**src/rtl/uart_tx.sv**
```systemverilog
// rtl/uart_tx.sv - UART transmit serializer: start bit, LSB-first data, optional parity, 1 or 2 stop bits.
//
// Parameters:
//   CLKS_PER_BIT  clock cycles per serial bit (>= 2)
//   DATA_BITS     data bits per frame (5..8)
//   PARITY        0 = none, 1 = even, 2 = odd
//   STOP_BITS     stop bits per frame (1 or 2)
//
// Ports:
//   clk       system clock, rising-edge active
//   reset     asynchronous, active-high reset
//   tx_start  send request, only looked at while idle
//   tx_data   parallel word, captured on the accepting edge
//   tx_out    registered serial line, idles high
//   tx_busy   high from the accepting edge until the frame completes
//   tx_done   single-cycle pulse when the last stop bit completes

module uart_tx #(
  parameter int CLKS_PER_BIT = 16,
  parameter int DATA_BITS    = 8,
  parameter int PARITY       = 0,
  parameter int STOP_BITS    = 1
) (
  input  logic                 clk,
  input  logic                 reset,
  input  logic                 tx_start,
  input  logic [DATA_BITS-1:0] tx_data,
  output logic                 tx_out,
  output logic                 tx_busy,
  output logic                 tx_done
);

  localparam int CW = $clog2(CLKS_PER_BIT);
  localparam int IW = $clog2(DATA_BITS);

  localparam logic [CW-1:0] CNT_LAST  = CW'(CLKS_PER_BIT - 1);
  localparam logic [IW-1:0] IDX_LAST  = IW'(DATA_BITS - 1);
  localparam logic          STOP_LAST = 1'(STOP_BITS - 1);

  typedef enum logic [2:0] {
    ST_IDLE,
    ST_START,
    ST_DATA,
    ST_PARITY,
    ST_STOP
  } state_t;

  state_t               state;
  logic [CW-1:0]        cnt;
  logic [IW-1:0]        idx;
  logic                 stop_cnt;
  logic [DATA_BITS-1:0] shreg;
  logic                 par_bit;

  // Last cycle of the current bit period; every state transition happens here.
  logic bit_end;
  assign bit_end = (cnt == CNT_LAST);

  always_ff @(posedge clk or posedge reset) begin
    if (reset) begin
      state    <= ST_IDLE;
      cnt      <= '0;
      idx      <= '0;
      stop_cnt <= 1'b0;
      shreg    <= '0;
      par_bit  <= 1'b0;
      tx_out   <= 1'b1;
      tx_busy  <= 1'b0;
      tx_done  <= 1'b0;
    end else begin
      tx_done <= 1'b0;

      case (state)
        ST_IDLE: begin
          tx_out  <= 1'b1;
          tx_busy <= 1'b0;
          if (tx_start) begin
            shreg    <= tx_data;
            // Parity is taken from the captured word so later tx_data
            // changes cannot disturb the frame in flight.
            par_bit  <= (PARITY == 2) ? ~(^tx_data) : ^tx_data;
            cnt      <= '0;
            idx      <= '0;
            stop_cnt <= 1'b0;
            // Start bit goes out on the accepting edge itself.
            tx_out   <= 1'b0;
            tx_busy  <= 1'b1;
            state    <= ST_START;
          end
        end

        ST_START: begin
          if (bit_end) begin
            cnt    <= '0;
            tx_out <= shreg[0];
            state  <= ST_DATA;
          end else begin
            cnt <= cnt + CW'(1);
          end
        end

        ST_DATA: begin
          if (bit_end) begin
            cnt <= '0;
            if (idx == IDX_LAST) begin
              if (PARITY != 0) begin
                tx_out <= par_bit;
                state  <= ST_PARITY;
              end else begin
                tx_out <= 1'b1;
                state  <= ST_STOP;
              end
            end else begin
              // shreg[0] is the bit on the line now, so the next one is shreg[1].
              shreg  <= shreg >> 1;
              tx_out <= shreg[1];
              idx    <= idx + IW'(1);
            end
          end else begin
            cnt <= cnt + CW'(1);
          end
        end

        ST_PARITY: begin
          if (bit_end) begin
            cnt    <= '0;
            tx_out <= 1'b1;
            state  <= ST_STOP;
          end else begin
            cnt <= cnt + CW'(1);
          end
        end

        ST_STOP: begin
          tx_out <= 1'b1;
          if (bit_end) begin
            cnt <= '0;
            if (stop_cnt == STOP_LAST) begin
              tx_busy <= 1'b0;
              tx_done <= 1'b1;
              state   <= ST_IDLE;
            end else begin
              stop_cnt <= 1'b1;
            end
          end else begin
            cnt <= cnt + CW'(1);
          end
        end

        default: begin
          tx_out  <= 1'b1;
          tx_busy <= 1'b0;
          state   <= ST_IDLE;
        end
      endcase
    end
  end

endmodule

```
**config.mk**
```make
export PLATFORM = sky130hd
export DESIGN_NAME = uart_tx
export DESIGN_NICKNAME = d
export VERILOG_FILES = /design/src/rtl/uart_tx.sv
export SDC_FILE = /design/constraint.sdc
export NUM_CORES = 1
export LEC_CHECK = 0
export CAP_MARGIN = 30
export CORE_ASPECT_RATIO = 1.5
export CORE_MARGIN = 4
export CORE_UTILIZATION = 40
export CTS_CLUSTER_SIZE = 30
export DETAILED_ROUTE_END_ITERATION = 8
export DONT_BUFFER_PORTS = 1
export HOLD_SLACK_MARGIN = 0.15
export PLACE_DENSITY = 0.63
export SYNTH_ARGS = -nofsm -noshare
export SYNTH_HDL_FRONTEND = slang
export SYNTH_SLANG_ARGS = --single-unit
```
**constraint.sdc**
```tcl
create_clock -name clk -period 2.3 [get_ports clk]
set_input_delay 0.69 -clock clk [delete_from_list [all_inputs] [get_ports clk]]
set_output_delay 0.69 -clock clk [all_outputs]
set_load 0.05 [all_outputs]
```
==> results.json <==
{
  "p_per_area_nw_per_um2": 1250,
  "pin_count": 14,
  "rr_startpoint": "idx[0]$_DFFE_PP0P_",
  "p_seq_frac": 0.487,
  "cts.clk_slew.worst_paths_ns": 0.07,
  "detail-route-antenna-nets": 0,
  "ys_ff_latch": 21,
  "slew_headroom": 0.491,
  "fin_worst_skew_ns": 0.00278,
  "cts.hold.buffers_added": 0,
  "post-route-min-period_ns": 1.99,
  "die_height_um": 74.3,
  "grt_max_degree": 23,
  "die_w_um": 52.2,
  "grt_first_pass_wirelength_mm": 3.91,
  "final_cell_mix": "dfrtp_1, nor2_1, mux2i_1, nand2_1, a21oi_1",
  "antenna_found_initial": 0,
  "final_cells": 156,
  "peakVddDrop_mv": 0.501,
  "post-place-cells": 152,
  "worstSetupPathType": "flop to flop",
  "n_antenna_cell": 0,
  "drc": 0,
  "max_freq_mhz": 503,
  "cts_root_buf": "clkbuf_8",
  "gp_congestion": 0.777,
  "synth_area_per_cell_um2": 9.70,
  "r2r_setup_slack_ns": 0.31,
  "leakage_nw": 0.495,
  "ys_seq_area_frac": 0.449,
  "crit_fanout": 22,
  "worst_r2r_endpoint": "idx[0]$_DFFE_PP0P_",
  "die_area_um2": 3880,
  "synth_area_um2": 1170,
  "timing.final.crit_share": 0.865,
  "vias": 854,
  "clockBufferDepth": 2,
  "worst_pin_slew_ns": 0.763,
  "h-tree-depth": 1,
  "grt_overflow_total": 0,
  "start_kind": "flop",
  "synth_top_family_by_area": "compound AO/OA/AOI/OAI gates",
  "status": "finished, final reports clean",
  "synth_compound_area_frac": 0.204,
  "hold_viol_final": 0,
  "worst_setup_path_end_kind": "flop",
  "synth_simple_gate_area_share": 0.174,
  "drt_iter0_drc": 13,
  "synth_fa_ha_area_frac": 0.0320,
  "worstSkewPairLatency_ns": 0.25,
  "cts-buffers-inserted": 3,
  "globalRouteTotalUtil": 0.132,
  "synthXorXnorAreaFrac": 0,
  "cts_tree": "done",
  "synthesis.nets": 135,
  "setup_viol": 0,
  "worstPathArrival_ns": 2.17,
  "wl_per_cell_um": 13.6,
  "setup_tns_ns": 0,
  "min-delay-path-class": "primary input to async pin",
  "post_cts_buffers": 0,
  "r2r_cells": 7,
  "drt_first_pass_iters": 2,
  "syn_to_final_growth_pct": 4.80,
  "row_count": 23,
  "grt_pass1_vias": 885,
  "vias_per_cell": 5.47,
  "final_common_cell": "dfrtp_1",
  "routed_wl_mm": 2.13,
  "p_sw_w": 0.000640,
  "drive_above_1_share": 0.176,
  "nets": 134,
  "port_buffers": 0,
  "power.share.combinational": 0.359,
  "core_area_um2": 2730,
  "power.internal_w": 0.000901,
  "crit_required_ns": 2.48,
  "rsz0062_at_grt": "no",
  "sw_frac_of_total": 0.415,
  "clockPowerShare": 0.153,
  "ctsResizeCount": 0,
  "dp.final_hpwl_mm": 1.61,
  "drv_cap": 0,
  "ys_types": 30,
  "ys_warn_count": 0,
  "syn_inst": 121,
  "synthMuxAreaShare": 0.0768,
  "clock_sinks": 21,
  "start_util": 0.429,
  "drv_slew": 0
}
==> stage by stage <==
stage          hold WS [ns]  power [W]  utilization  instance area (µm²)  setup slack, ns
4_1_cts               0.487    0.00157        0.450                 1230            0.302
2_1_floorplan         0.457    0.00123            -                 1170            0.471
5_1_grt               0.517    0.00170        0.450                 1230            0.150
6_report              0.457    0.00154        0.450                 1230            0.312
3_3_place_gp          0.470    0.00129        0.433                 1180            0.382
3_5_place_dp          0.476    0.00132        0.433                 1180            0.318
==> synthesized netlist by cell type (all sizes together) <==
cell      n  area [µm²]
mux2i     9        90.1
a21oi    15         101
a221oi    1        8.76
or3       1        6.26
dfrtp    20         500
clkbuf    3        15.0
nand3b    1        7.51
or2       1        6.26
nor2     15        56.3
nand3     4        20.0
and3      2        15.0
nand2     8        30.0
nand4     1        6.26
nand2b    1        6.26
nand4b    1        15.0
a31oi     4        25.0
o22ai     1        6.26
a2111oi   1        27.5
ha        3        37.5
inv       5        18.8
o21ai     8        47.6
nor3b     2        15.0
dfstp     1        26.3
nor3      4        20.0
buf       6        42.5
a211oi    3        22.5
==> worst max path at each step <==
| stage | startpoint | endpoint | cells after the start |
|---|---|---|---|
| 2_1_floorplan | idx[0]$_DFFE_PP0P_ | idx[0]$_DFFE_PP0P_ | 6 |
| 3_3_place_gp | idx[0]$_DFFE_PP0P_ | idx[2]$_DFFE_PP0P_ | 7 |
| 3_5_place_dp | idx[0]$_DFFE_PP0P_ | idx[0]$_DFFE_PP0P_ | 7 |
| 4_1_cts | idx[0]$_DFFE_PP0P_ | idx[0]$_DFFE_PP0P_ | 7 |
| 5_1_grt | idx[0]$_DFFE_PP0P_ | idx[0]$_DFFE_PP0P_ | 7 |
| 6_report | idx[0]$_DFFE_PP0P_ | idx[0]$_DFFE_PP0P_ | 7 |
==> kinds of logic (layout without fill, tap and decap cells) <==
group | Yosys count | after routing
compound gates | 33 | 33
mux | 9 | 9
flops | 21 | 21
simple gates | 41 | 41
buf+inv | 14 | 12
fa+ha+maj | 3 | 3
==> power by group through the flow <==
stage	combinational, W	clock, W	sequential, W
final	0.000554	0.000237	0.000751
after global routing	0.000653	0.000266	0.000777
after CTS	0.000564	0.000248	0.000754
after detailed placement	0.000559	0	0.000763
after global placement	0.000542	0	0.000750
after floorplan	0.000544	0	0.000682
==> worst max-delay path: stages (launching register included) <==
cell and delay [ns]:
dfrtp_1 0.40, ha_1 0.20, ha_1 0.20, nand4b_2 0.23
a2111oi_4 0.36, buf_4 0.32, nand2_1 0.09, mux2i_1 0.12
==> metal layers <==
layer  vias to the layer above  track usage  routed length, µm
met2                         8        0.242               1200
met5                         -            0                  0
met4                         0       0.0540                 12
met1                       419        0.148                863
met3                         2       0.0220                 49
li1                        425            -                  -
==> sequential cells by signal, indices dropped and copies added (netlist names) <==
register  cells
shreg         8
cnt           4
idx           3
state         3
tx_busy       1
tx_done       1
tx_out        1
==> area by class of cell <==
type                    instances  area [µm²]
clock buffers                   4        45.0
fillers                       269        1500
inverters                       5        18.8
multi-input cells              86         571
flip-flops and latches         21         527
well taps                      37        46.3
repair buffers                  3        22.5
(Power assumes the default switching activity.)
